[config.mk]
export PLATFORM = sky130hd
export DESIGN_NAME = ram_dp_clr
export DESIGN_NICKNAME = d
export VERILOG_FILES = /design/src/rtl/ram_pkg.sv /design/src/rtl/ram_clear_seq.sv /design/src/rtl/ram_dp_clr.sv
export SDC_FILE = /design/constraint.sdc
export NUM_CORES = 1
export LEC_CHECK = 0
export CORE_ASPECT_RATIO = 1.75
export CORE_MARGIN = 2
export CORE_UTILIZATION = 59
export DETAILED_ROUTE_END_ITERATION = 7
export PLACE_DENSITY = 0.79
export SLEW_MARGIN = 20
export SYNTH_ARGS = -nofsm -noshare
export SYNTH_HDL_FRONTEND = slang
export SYNTH_SLANG_ARGS = --single-unit
export TNS_END_PERCENT = 30
[constraint.sdc]
create_clock -name clock -period 2.1 [get_ports clock]
set_input_delay 0.315 -clock clock [delete_from_list [all_inputs] [get_ports clock]]
set_output_delay 0.315 -clock clock [all_outputs]
set_load 0.01 [all_outputs]
[src/rtl/ram_pkg.sv]
// Shared definitions for the dual-port RAM with clear engine: state
// encoding, single-bit constants and lane-geometry helpers.
package ram_pkg;

    typedef enum logic {
        ST_CLEAR = 1'b0,
        ST_READY = 1'b1
    } state_e;

    localparam logic OFF = 1'b0;
    localparam logic ON  = 1'b1;

    // Number of write-enable lanes in a data word.
    function automatic int laneCount(input int bitWidth, input int laneWidth);
        return bitWidth / laneWidth;
    endfunction

    // True when the word splits into whole lanes; used by the elaboration check.
    function automatic bit lanesDivide(input int bitWidth, input int laneWidth);
        return (bitWidth % laneWidth) == 0;
    endfunction

endpackage

[src/rtl/ram_clear_seq.sv]
// Clear sequencer: the CLEAR/READY FSM plus the sweep counter that walks
// every address once, writing zero, after reset or on a clear request.
module ram_clear_seq
    import ram_pkg::*;
#(
    parameter int SZB = 4
) (
    input  logic           clock,
    input  logic           reset,
    input  logic           clr,
    output logic           busy,
    output logic           clrWe,
    output logic [SZB-1:0] clrAddr
);

    localparam logic [SZB-1:0] LAST_ADDR = '1;

    state_e         stateQ;
    logic [SZB-1:0] cntQ;

    // Sweep every address in CLEAR, then wait in READY for a clear request.
    always_ff @(posedge clock or posedge reset) begin
        if (reset) begin
            stateQ <= ST_CLEAR;
            cntQ   <= '0;
        end else begin
            case (stateQ)
                ST_CLEAR: begin
                    cntQ <= cntQ + 1'b1;
                    if (cntQ == LAST_ADDR) begin
                        stateQ <= ST_READY;
                    end
                end
                ST_READY: begin
                    if (clr == ON) begin
                        stateQ <= ST_CLEAR;
                        cntQ   <= '0;
                    end
                end
                default: begin
                    stateQ <= ST_CLEAR;
                    cntQ   <= '0;
                end
            endcase
        end
    end

    assign busy    = (stateQ == ST_CLEAR);
    assign clrWe   = busy;
    assign clrAddr = cntQ;

endmodule

[src/rtl/ram_dp_clr.sv]
// Simple-dual-port RAM with per-lane write enables and a sequential
// zero-fill engine. Optional macro RAM_DP_OUTREG_EN adds an output
// register stage (read latency 2 instead of 1).
module ram_dp_clr
    import ram_pkg::*;
#(
    parameter int BIT  = 8,
    parameter int SZB  = 4,
    parameter int LANE = 8
) (
    input  logic                clock,
    input  logic                reset,
    input  logic                clr,
    output logic                busy,
    input  logic                we,
    input  logic [BIT/LANE-1:0] wbe,
    input  logic [SZB-1:0]      waddr,
    input  logic [BIT-1:0]      d,
    input  logic                re,
    input  logic [SZB-1:0]      raddr,
    output logic [BIT-1:0]      q,
    output logic                qv
);

    localparam int NL  = laneCount(BIT, LANE);
    localparam int SZA = 1 << SZB;

    if (!lanesDivide(BIT, LANE)) begin : gLaneCheck
        $error("ram_dp_clr: BIT must be a multiple of LANE");
    end

    logic [BIT-1:0] mem [SZA];

    logic           clrWe;
    logic [SZB-1:0] clrAddr;
    logic           writeEn;
    logic           readEn;
    logic [BIT-1:0] readWord_d;
    logic [BIT-1:0] rdQ;
    logic           rdVldQ;

    ram_clear_seq #(
        .SZB (SZB)
    ) uClearSeq (
        .clock   (clock),
        .reset   (reset),
        .clr     (clr),
        .busy    (busy),
        .clrWe   (clrWe),
        .clrAddr (clrAddr)
    );

    assign writeEn = !busy && !clr && we;
    assign readEn  = !busy && !clr && re;

    // Read data with write-first forwarding of the lanes written this cycle.
    always_comb begin
        readWord_d = mem[raddr];
        if (writeEn && (waddr == raddr)) begin
            for (int l = 0; l < NL; l++) begin
                if (wbe[l]) begin
                    readWord_d[l*LANE +: LANE] = d[l*LANE +: LANE];
                end
            end
        end
    end

    // Array write port: the clear sweep owns it while busy, else lane writes.
    always_ff @(posedge clock) begin
        if (clrWe) begin
            mem[clrAddr] <= '0;
        end else if (writeEn) begin
            for (int l = 0; l < NL; l++) begin
                if (wbe[l]) begin
                    mem[waddr][l*LANE +: LANE] <= d[l*LANE +: LANE];
                end
            end
        end
    end

    // Array read register: captures on accepted reads, holds otherwise.
    always_ff @(posedge clock or posedge reset) begin
        if (reset) begin
            rdQ    <= '0;
            rdVldQ <= OFF;
        end else begin
            rdVldQ <= readEn;
            if (readEn) begin
                rdQ <= readWord_d;
            end
        end
    end

`ifdef RAM_DP_OUTREG_EN
    logic [BIT-1:0] outQ;
    logic           outVldQ;

    // Output stage: delays read data one cycle, dropped once a sweep starts.
    always_ff @(posedge clock or posedge reset) begin
        if (reset) begin
            outQ    <= '0;
            outVldQ <= OFF;
        end else begin
            outVldQ <= rdVldQ && !busy;
            if (rdVldQ && !busy) begin
                outQ <= rdQ;
            end
        end
    end

    assign q  = outQ;
    assign qv = outVldQ;
`else
    assign q  = rdQ;
    assign qv = rdVldQ;
`endif

endmodule

==> results of run 1 <==
through the flow:
step | setup slack [ns] | setup TNS [ns] | total power, mW | cells | cell area (um^2)
6_report | 0.08295 | 0 | 8.471 | 520 | 7082
5_1_grt | 0.04561 | 0 | 8.774 | 520 | 7082
4_1_cts | 0.08314 | 0 | 8.510 | 520 | 7074
3_5_place_dp | -0.2665 | -37.25 | 5.436 | 488 | 6460
3_3_place_gp | -0.1496 | -23.85 | 5.369 | 488 | 6460
2_1_floorplan | 0.2148 | 0 | 4.692 | 313 | 5822
worst max path at each step:
stage	from	endpoint	slack, ns	cells past startpoint
after floorplan	uClearSeq.stateQ	mem[5][0]	0.21	6
after global placement	clr	mem[1][7]	-0.15	8
after detailed placement	clr	mem[10][3]	-0.27	4
after CTS	uClearSeq.stateQ	busy	0.08	3
after global routing	uClearSeq.stateQ	busy	0.05	3
final	uClearSeq.stateQ	busy	0.08	3
critical path: stages (launching register included):
cell	delay, ns
dfrtp_1	0.41
buf_4	0.19
inv_1	0.12
clkdlybuf4s50_1	0.56
final cells by class:
cell class	count	area (um^2)	area share
Sequential cell	142	4194	0.5922
Multi-Input combinational cell	143	1474	0.2081
Timing Repair Buffer	64	590.6	0.08339
Clock buffer	17	425.4	0.06007
Clock inverter	15	188.9	0.02668
Tap cell	125	156.4	0.02208
Inverter	14	52.55	0.007420
layout by cell type (no fill, tap or decap), types with 2 or more instances in the layout:
cell type	count
edfxtp_1	128
nor3b_1	2
buf_4	30
nor2_1	31
inv_6	3
buf_12	3
nor3_1	3
mux4_1	12
and3_1	2
xor2_1	3
clkdlybuf4s50_1	30
nor2_2	6
dfrtp_1	14
nand2_1	14
o21ai_0	3
clkinv_4	4
mux4_2	20
clkinvlp_4	5
nor2b_1	3
a31oi_1	6
bufinv_16	3
o221ai_1	5
o221ai_2	3
a22o_1	16
clkbuf_16	17
a21o_1	2
inv_1	14
per-layer routing:
metal,vias up,GRT usage
li1,1407,-
met1,1582,0.2825
met2,120,0.4393
met3,26,0.06667
met4,0,0.1494
met5,-,0
sequential cells by signal, summed over array words and instances, names as in the netlist:
| name | flops |
|---|---|
| qv | 1 |
| q | 8 |
| uClearSeq.stateQ | 1 |
| uClearSeq.clrAddr | 4 |
| mem | 128 |
cell families (layout without fill, tap and decap cells):
group,count (synthesis),count (layout),share of synthesized area
flip-flops,142,142,0.7204
AND/OR/NAND/NOR,67,67,0.05523
AO/OA/AOI/OAI,39,39,0.05695
multiplexers,32,32,0.1315
buffers and inverters,28,110,0.02772
XOR/XNOR,4,4,0.006019
adder cells (fa/ha/maj),1,1,0.002149
where the power goes:
group	internal (mW)	switching, mW
Sequential	3.64	0.204
Clock	1.88	1.19
Combinational	0.706	0.849
==> results.md, run 1 <==
- Grt ovf: 0
- Vias/cell: 6.029
- Die X: 79.09 um
- Antenna Nets Post-Route: 0
- R2R setup slack: 0.23 ns
- CTS tree: yes
- # IOs: 32
- Syn nets: ~340
- Final hold violation count: 0
- Port Buf Inserts: 31
- TritonCTS Sinks: 142
- H-Tree Depth: 4
- Die Y: 135.4 um
- GRT Overall Usage: 0.2556
- Max_cap viols: 0
- Synth top cells by count: 128 x edfxtp_1, 34 x nor2_1, 20 x mux4_2, 16 x a22o_1
- Worst Setup End Kind: output pin
- Bufs on Longest Clock Path: 2
- Clock slew at reported path FFs: 0.06 ns
- Drt total wl: 12460 um
- GPL Wtd Cong: 0.8552
- Reg-to-Reg Start: uClearSeq.stateQ
- Pin count of the biggest net entering global routing: 34
- Yosys warns: 0
- Diodes inserted: 0
- Clk root buf: clkbuf_16
- Most frequent cell after synthesis: edfxtp_1
- Met2 WL: 6769 um
- Total CTS buffers: 17
- Post-CTS Hold Buffers: 0
- Hold WS: 0.2567 ns
- Vias in the first global route: 3372
- Fin Clk Skew: 0.008536 ns
- Final worst path period need: 2.017 ns
- Count of cell types in the netlist: 36
- Initial DRT Pass Iterations: 4
- Synthesized area: 5822 um^2
- Most common flop cell mapped by yosys: edfxtp_1
- WS Path Type: reg2out
- HP Class: in2async
- Crit start category: flip-flop
- Worst R2R End: mem[7][2]
- Crit path max fanout: 10
- Tcrit/Tclk final: 0.9605
- Post-CTS Resized: 0
- Slew headroom: 0.3347
- Die ar.: ~11000 um^2
- Number of synthesized flops with an enable pin: about 130
- Status: finished, final reports clean
- First-pass GRT wire length: 18950 um
- Slew Viols, Final: 0
- #FFs+latches synth: 142
- Layout cells sized above 1: 0.2456
- Top post-synthesis cells by area: edfxtp_1 66%, mux4_2 7.7%, dfrtp_1 6.0%
- Routed WL per cell: around 24 um
- Vias: 3135
- Leakage: 2.588 nW
- Area Growth Syn to Fin: 21.64%
- DRC viols: 0
- Max Used Layer: met4
- Maximum VDD drop: 0.7446 mV
- Fillcell total: 565
- Cells after synthesis: 313
- Area of the core: 9729 um^2
- Final setup violation count: 0
- Post-synth ARST share: 0.09859
- Post-layout util: 0.7279
- WP data required: 1.78 ns
- Fmax: between 400 and 500 MHz
- Initial antenna violation count: 0
- Final-stage net count: 405
- Detailed Place HPWL: 8261 um
- Yosys top cell by area: edfxtp_1
- Met1 wire length: around 4400 um
- Worst reg2reg path depth: 4
- Drt initial violations: 269
- Pwr/cell area: 1196 nW/um^2
- Setup Buffers After CTS: 0
- Worst slew pin tran: 0.9942 ns
- Row cnt: 48
- Starting Density: 0.5984
- Mean Syn Cell Area: roughly 19 um^2
- Sequential fraction of the synthesis area: 0.7204
- CP Data Arrival Time: 1.70 ns
- RSZ-0062 raised after global routing: no
- Clock latency on the worst-skew pair: 0.42 ns
- Met3 Routed Length: 661 um
- Post-synth top area share: 0.6602
No activity file was read; power rests on OpenSTA's default activity.
==> run 2: changes to the inputs <==
- CELL_PAD_IN_SITES_DETAIL_PLACEMENT: not set -> 0
- CELL_PAD_IN_SITES_GLOBAL_PLACEMENT: not set -> 1
- CORE_UTILIZATION: 59 -> 51
- PLACE_DENSITY: 0.79 -> not set
- PLACE_DENSITY_LB_ADDON: not set -> 0.1
==> results.md, run 2 (synthesis results as in run 1) <==
- Status: finished, final reports clean (unchanged)
- Largest register FFs: 128 (unchanged)
- Commonest non-fill, non-tap cell in the layout: edfxtp_1 (unchanged)
- # IOs: 32 (unchanged)
- Worst slack, placed: -0.2686 ns (was -0.2665 ns)
- Drt initial violations: 217 (was 269)
- Row cnt: 51 (was 48)
- Leakage: 2.596 nW (was 2.588 nW)
- Sequential share of power: 0.461 (was 0.454)
- Pin count of the biggest net entering global routing: 29 (was 34)
- Maximum VDD drop: 0.9099 mV (was 0.7446 mV)
- Die Y: 145.3 um (was 135.4 um)
- Power share of the clock group: 0.351 (was 0.363)
- HP Class: in2async (unchanged)
- Initial antenna violation count: 0 (unchanged)
- Bufs on Longest Clock Path: 2 (unchanged)
- RSZ-0062 raised after global routing: no (unchanged)
- Setup total negative slack: 0 ns (unchanged)
- Slew headroom: 0.3260 (was 0.3347)
- Register bank with the most flops: mem (unchanged)
- WS Path Type: reg2reg (was reg2out)
- Max_cap viols: 0 (unchanged)
- WP data required: 2.26 ns (was 1.78 ns)
- Worst slew pin tran: 1.007 ns (was 0.9942 ns)
- Switching share of power: 0.2627 (was 0.2646)
- Crit path max fanout: 11 (was 10)
- Area of the core: 11100 um^2 (was 9729 um^2)
- Clock slew at reported path FFs: 0.06 ns (about the same)
- Vias in the first global route: 3139 (was 3372)
- Starting Density: 0.5243 (was 0.5984)
- CTS tree: yes (unchanged)
- Fin cells: 527 (was 520)
- Detailed Place HPWL: 7850 um (was 8261 um)
- Final setup margin: 0.1022 ns (was 0.08295 ns)
- Slew Viols, Final: 0 (unchanged)
- Die X: 84.77 um (was 79.09 um)
- Crit start category: flip-flop (unchanged)
- Final hold violation count: 0 (unchanged)
- Drt total wl: 11890 um (was 12460 um)
- First-pass GRT wire length: 18270 um (was 18950 um)
- Psw: 2.189 mW (was 2.242 mW)
- Total CTS buffers: 17 (unchanged)
- Diodes inserted: 0 (unchanged)
- Vias/cell: 5.795 (was 6.029)
- Pint: 6.143 mW (was 6.230 mW)
- Grt ovf: 0 (unchanged)
- Final worst path period need: 1.998 ns (was 2.017 ns)
- Setup Buffers After CTS: 0 (unchanged)
- CP Data Arrival Time: 2.16 ns (was 1.70 ns)
- TritonCTS Sinks: 142 (unchanged)
- Area Growth Syn to Fin: 21.71% (was 21.64%)
- Antenna Nets Post-Route: 0 (unchanged)
- Layout cells sized above 1: 0.2532 (was 0.2456)
- Post-CTS Hold Buffers: 0 (unchanged)
- Fin Clk Skew: 0.01081 ns (was 0.008536 ns)
- Most frequent cells in the layout: 128 x edfxtp_1, 30 x clkdlybuf4s50_1, 29 x buf_4 (was 128 x edfxtp_1, 31 x nor2_1, 30 x clkdlybuf4s50_1, 30 x buf_4, 20 x mux4_2)
- Clk root buf: clkbuf_16 (unchanged)
- Placed cells: 495 (was 488)
- GPL Wtd Cong: 0.8244 (was 0.8552)
- H-Tree Depth: 4 (unchanged)
- Routed WL per cell: 22.56 um (was 23.97 um)
- Tcrit/Tclk final: 0.9513 (was 0.9605)
- Post-CTS Resized: 0 (unchanged)
- Combinational share of power: 0.189 (was 0.183)
- Worst Setup End Kind: flip-flop (was output pin)
- Port Buf Inserts: 31 (unchanged)
- DRC viols: 0 (unchanged)
- Fmax: 500.5 MHz (was 495.8 MHz)
- Fillcell total: 760 (was 565)
- Vias: 3054 (was 3135)
- Die ar.: 12320 um^2 (was 10710 um^2)
- Final-stage net count: 405 (unchanged)
- Clock latency on the worst-skew pair: 0.41 ns (was 0.42 ns)
- Initial DRT Pass Iterations: 4 (unchanged)
- Pwr/cell area: 1176 nW/um^2 (was 1196 nW/um^2)
- Final setup violation count: 0 (unchanged)
- GRT Overall Usage: 0.2062 (was 0.2556)
-- run 2: critical path, stage by stage, from the launching register on --
cell and delay [ns]:
dfrtp_1 0.37, buf_4 0.18, and4b_1 0.38, nor3b_1 0.09
a31oi_1 0.40, nor2_1 0.12, buf_4 0.20
-- run 2: stage by stage --
stage,hold WS [ns],instance area [um^2],utilization,total power [mW]
floorplan,0.2042,5822,-,4.692
global placement,0.4783,6481,0.5837,5.424
detailed placement,0.4743,6481,0.5837,5.459
CTS,0.2689,7068,0.6366,8.410
global route,0.3225,7086,0.6382,8.681
finish,0.2665,7086,0.6382,8.332
-- run 2: cell type report --
class / instances / area (um^2) / area share
clock inverter: 15 / 161.4 / 0.02278
tap: 132 / 165.2 / 0.02331
sequential: 142 / 4194 / 0.5919
multi-input combinational: 143 / 1484 / 0.2094
timing repair buffer: 64 / 603.1 / 0.08511
clock buffer: 17 / 425.4 / 0.06004
inverter: 14 / 52.55 / 0.007417
-- run 2: power by group through the flow --
stage | clock, mW | sequential, mW | combinational [mW]
3_5_place_dp | 0 | 3.90 | 1.56
2_1_floorplan | 0 | 3.87 | 0.823
3_3_place_gp | 0 | 3.87 | 1.56
6_report | 2.92 | 3.84 | 1.57
5_1_grt | 3.10 | 3.88 | 1.70
4_1_cts | 2.99 | 3.84 | 1.58
-- run 2: worst paths after layout --
| check | from | endpoint | slack, ns | depth (start not counted) |
|---|---|---|---|---|
| setup / recovery | uClearSeq.stateQ | mem[2][3] | 0.10 | 6 |
| hold / removal | reset | q[0] | 0.27 | 2 |
| setup reg to reg | uClearSeq.stateQ | mem[2][3] | 0.10 | 6 |
| hold reg to reg | q[1] | q[1] | 0.49 | 2 |
| max in group asynchronous | reset | qv | 1.43 | 2 |
| min in group clock | q[1] | q[1] | 0.49 | 2 |
-- run 2: layer usage --
| layer | up-vias | track usage | routed length (um) |
|---|---|---|---|
| li1 | 1406 | - | - |
| met1 | 1556 | 0.2633 | 4920 |
| met2 | 75 | 0.3366 | 6206 |
| met3 | 17 | 0.04368 | 393 |
| met4 | 0 | 0.09841 | 372 |
| met5 | - | 0 | 0 |
==> run 3: changes to the inputs <==
- CORE_UTILIZATION: 51 -> 30
==> results.md, run 3 (synthesis results as in run 1) <==
- Row cnt: 67 (was 51)
- Die X: 109.3 um (was 84.77 um)
- Leakage: 2.643 nW (was 2.596 nW)
- Post-CTS Hold Buffers: 0 (unchanged)
- Setup total negative slack: 0 ns (unchanged)
- Clock latency on the worst-skew pair: 0.41 ns (about the same)
- Total CTS buffers: 17 (unchanged)
- Crit path max fanout: 8 (was 11)
- Status: finished, final reports clean (unchanged)
- Drt total wl: 14720 um (was 11890 um)
- H-Tree Depth: 4 (unchanged)
- WP buf/inv: 2 (unchanged)
- Pwr/cell area: 1125 nW/um^2 (was 1176 nW/um^2)
- Diodes inserted: 0 (unchanged)
- Final setup violation count: 0 (unchanged)
- Clock slew at reported path FFs: 0.06 ns (about the same)
- Sequential share of power: 0.471 (was 0.461)
- Vias: 3090 (was 3054)
- Most common cell on crit path: buf_4 (unchanged)
- Power share of the clock group: 0.335 (was 0.351)
- Commonest non-fill, non-tap cell in the layout: edfxtp_1 (unchanged)
- Pint: 6.004 mW (was 6.143 mW)
- Antenna Nets Post-Route: 0 (unchanged)
- Initial DRT Pass Iterations: 4 (unchanged)
- Worst slew pin tran: 0.8075 ns (was 1.007 ns)
- Detailed Place HPWL: 10630 um (was 7850 um)
- GPL Wtd Cong: 0.7658 (was 0.8244)
- Worst Setup SP: uClearSeq.stateQ (unchanged)
- First-pass GRT wire length: 21560 um (was 18270 um)
- RSZ-0062 raised after global routing: no (unchanged)
- Grt ovf: 0 (unchanged)
- Largest register FFs: 128 (unchanged)
- Crit start category: flip-flop (unchanged)
- Routed WL per cell: 22.75 um (was 22.56 um)
- Switching share of power: 0.2650 (was 0.2627)
- CTS tree: yes (unchanged)
- Most frequent cells in the layout: 128 x edfxtp_1, 39 x buf_4, 33 x nor2_1 (was 128 x edfxtp_1, 30 x clkdlybuf4s50_1, 29 x buf_4)
- Fillcell total: 1786 (was 760)
- Fin cells: 647 (was 527)
- Layout cells sized above 1: 0.2562 (was 0.2532)
- Tcrit/Tclk final: 0.9232 (was 0.9513)
- Pin count of the biggest net entering global routing: 22 (was 29)
- Placed cells: 615 (was 495)
- DRC viols: 0 (unchanged)
- Reg-to-Reg Start: uClearSeq.stateQ (unchanged)
- Final-stage net count: 416 (was 405)
- HP Class: in2async (unchanged)
- Psw: 2.165 mW (was 2.189 mW)
- Vias in the first global route: 3327 (was 3139)
- Clk root buf: clkbuf_16 (unchanged)
- Max_cap viols: 0 (unchanged)
- Starting Density: 0.3046 (was 0.5243)
- Die ar.: 20580 um^2 (was 12320 um^2)
- Fin Clk Skew: 0.007611 ns (was 0.01081 ns)
- Slew headroom: 0.4606 (was 0.3260)
- WS Path Type: reg2reg (unchanged)
- Bufs on Longest Clock Path: 2 (unchanged)
- GRT Overall Usage: 0.1535 (was 0.2062)
- Total power: 8.169 mW (was 8.332 mW)
- Initial antenna violation count: 0 (unchanged)
- Maximum VDD drop: 0.5243 mV (was 0.9099 mV)
- Final worst path period need: 1.939 ns (was 1.998 ns)
- Fmax: 515.8 MHz (was 500.5 MHz)
- Drt initial violations: 138 (was 217)
- Port Buf Inserts: 31 (unchanged)
- Critical path's slowest cell: dfrtp_1 (was a31oi_1)
- Combinational share of power: 0.193 (was 0.189)
- Final hold violation count: 0 (unchanged)
- # IOs: 32 (unchanged)
- Area Growth Syn to Fin: 24.69% (was 21.71%)
- Critical-path cell list: nand4b_1 > buf_4 > and3_1 > a31oi_1 > nor2_1 > buf_4 (was buf_4 > and4b_1 > nor3b_1 > a31oi_1 > nor2_1 > buf_4)
- Worst Setup End Kind: flip-flop (unchanged)
- CP Data Arrival Time: 2.10 ns (was 2.16 ns)
- Area of the core: 19110 um^2 (was 11100 um^2)
- TritonCTS Sinks: 142 (unchanged)
- WP data required: 2.26 ns (about the same)
- Setup Buffers After CTS: 0 (unchanged)
- Vias/cell: 4.776 (was 5.795)
- Crit-path leading delay family: simple AND/OR/NAND/NOR gates (unchanged)
- Die Y: 188.3 um (was 145.3 um)
- Slew Viols, Final: 0 (unchanged)
- Register bank with the most flops: mem (unchanged)
- Post-CTS Resized: 0 (unchanged)
- CP max stage delay: 0.46 ns (was 0.40 ns)
==> run 3: layout make-up <==
| type | instances | area (um^2) | area share |
|---|---|---|---|
| inverters | 14 | 52.55 | 0.007239 |
| well taps | 241 | 301.5 | 0.04154 |
| clock inverters | 12 | 97.59 | 0.01344 |
| repair buffers | 75 | 698.2 | 0.09617 |
| clock buffers | 20 | 446.7 | 0.06153 |
| flip-flops and latches | 142 | 4194 | 0.5777 |
| multi-input cells | 143 | 1469 | 0.2023 |
==> run 3: path summary, 6_finish.rpt <==
| check | endpoint | slack (ns) | cells past startpoint |
|---|---|---|---|
| worst max-delay path | mem[15][0] | 0.16 | 6 |
| worst min-delay path | q[7] | 0.29 | 2 |
| worst max register to register | mem[15][0] | 0.16 | 6 |
| worst min register to register | q[5] | 0.49 | 2 |
| max in group asynchronous | uClearSeq.clrAddr[0] | 1.39 | 2 |
| min in group clock | q[5] | 0.49 | 2 |
==> run 3: power by group through the flow <==
stage | logic, mW | clock network, mW | registers, mW
6_report | 1.58 | 2.74 | 3.85
5_1_grt | 1.72 | 2.94 | 3.91
4_1_cts | 1.63 | 2.82 | 3.86
3_5_place_dp | 1.63 | 0 | 3.91
3_3_place_gp | 1.62 | 0 | 3.90
2_1_floorplan | 0.823 | 0 | 3.87
==> run 3: routing by layer <==
metal | part of all wire | GRT usage
met1 | 0.38 | 0.1611
met2 | 0.57 | 0.2855
met3 | 0.022 | 0.02629
met4 | 0.031 | 0.07692
met5 | 0 | 0
==> run 3: stage by stage <==
step	util	worst slack [ns]	hold WS (ns)	instance area (um^2)
2_1_floorplan	-	0.2148	0.2042	5822
6_report	0.3798	0.1613	0.2901	7259
4_1_cts	0.3797	0.1342	0.3006	7257
3_5_place_dp	0.3512	-0.1506	0.4777	6713
5_1_grt	0.3798	0.04749	0.3299	7259
3_3_place_gp	0.3512	-0.1474	0.4800	6713
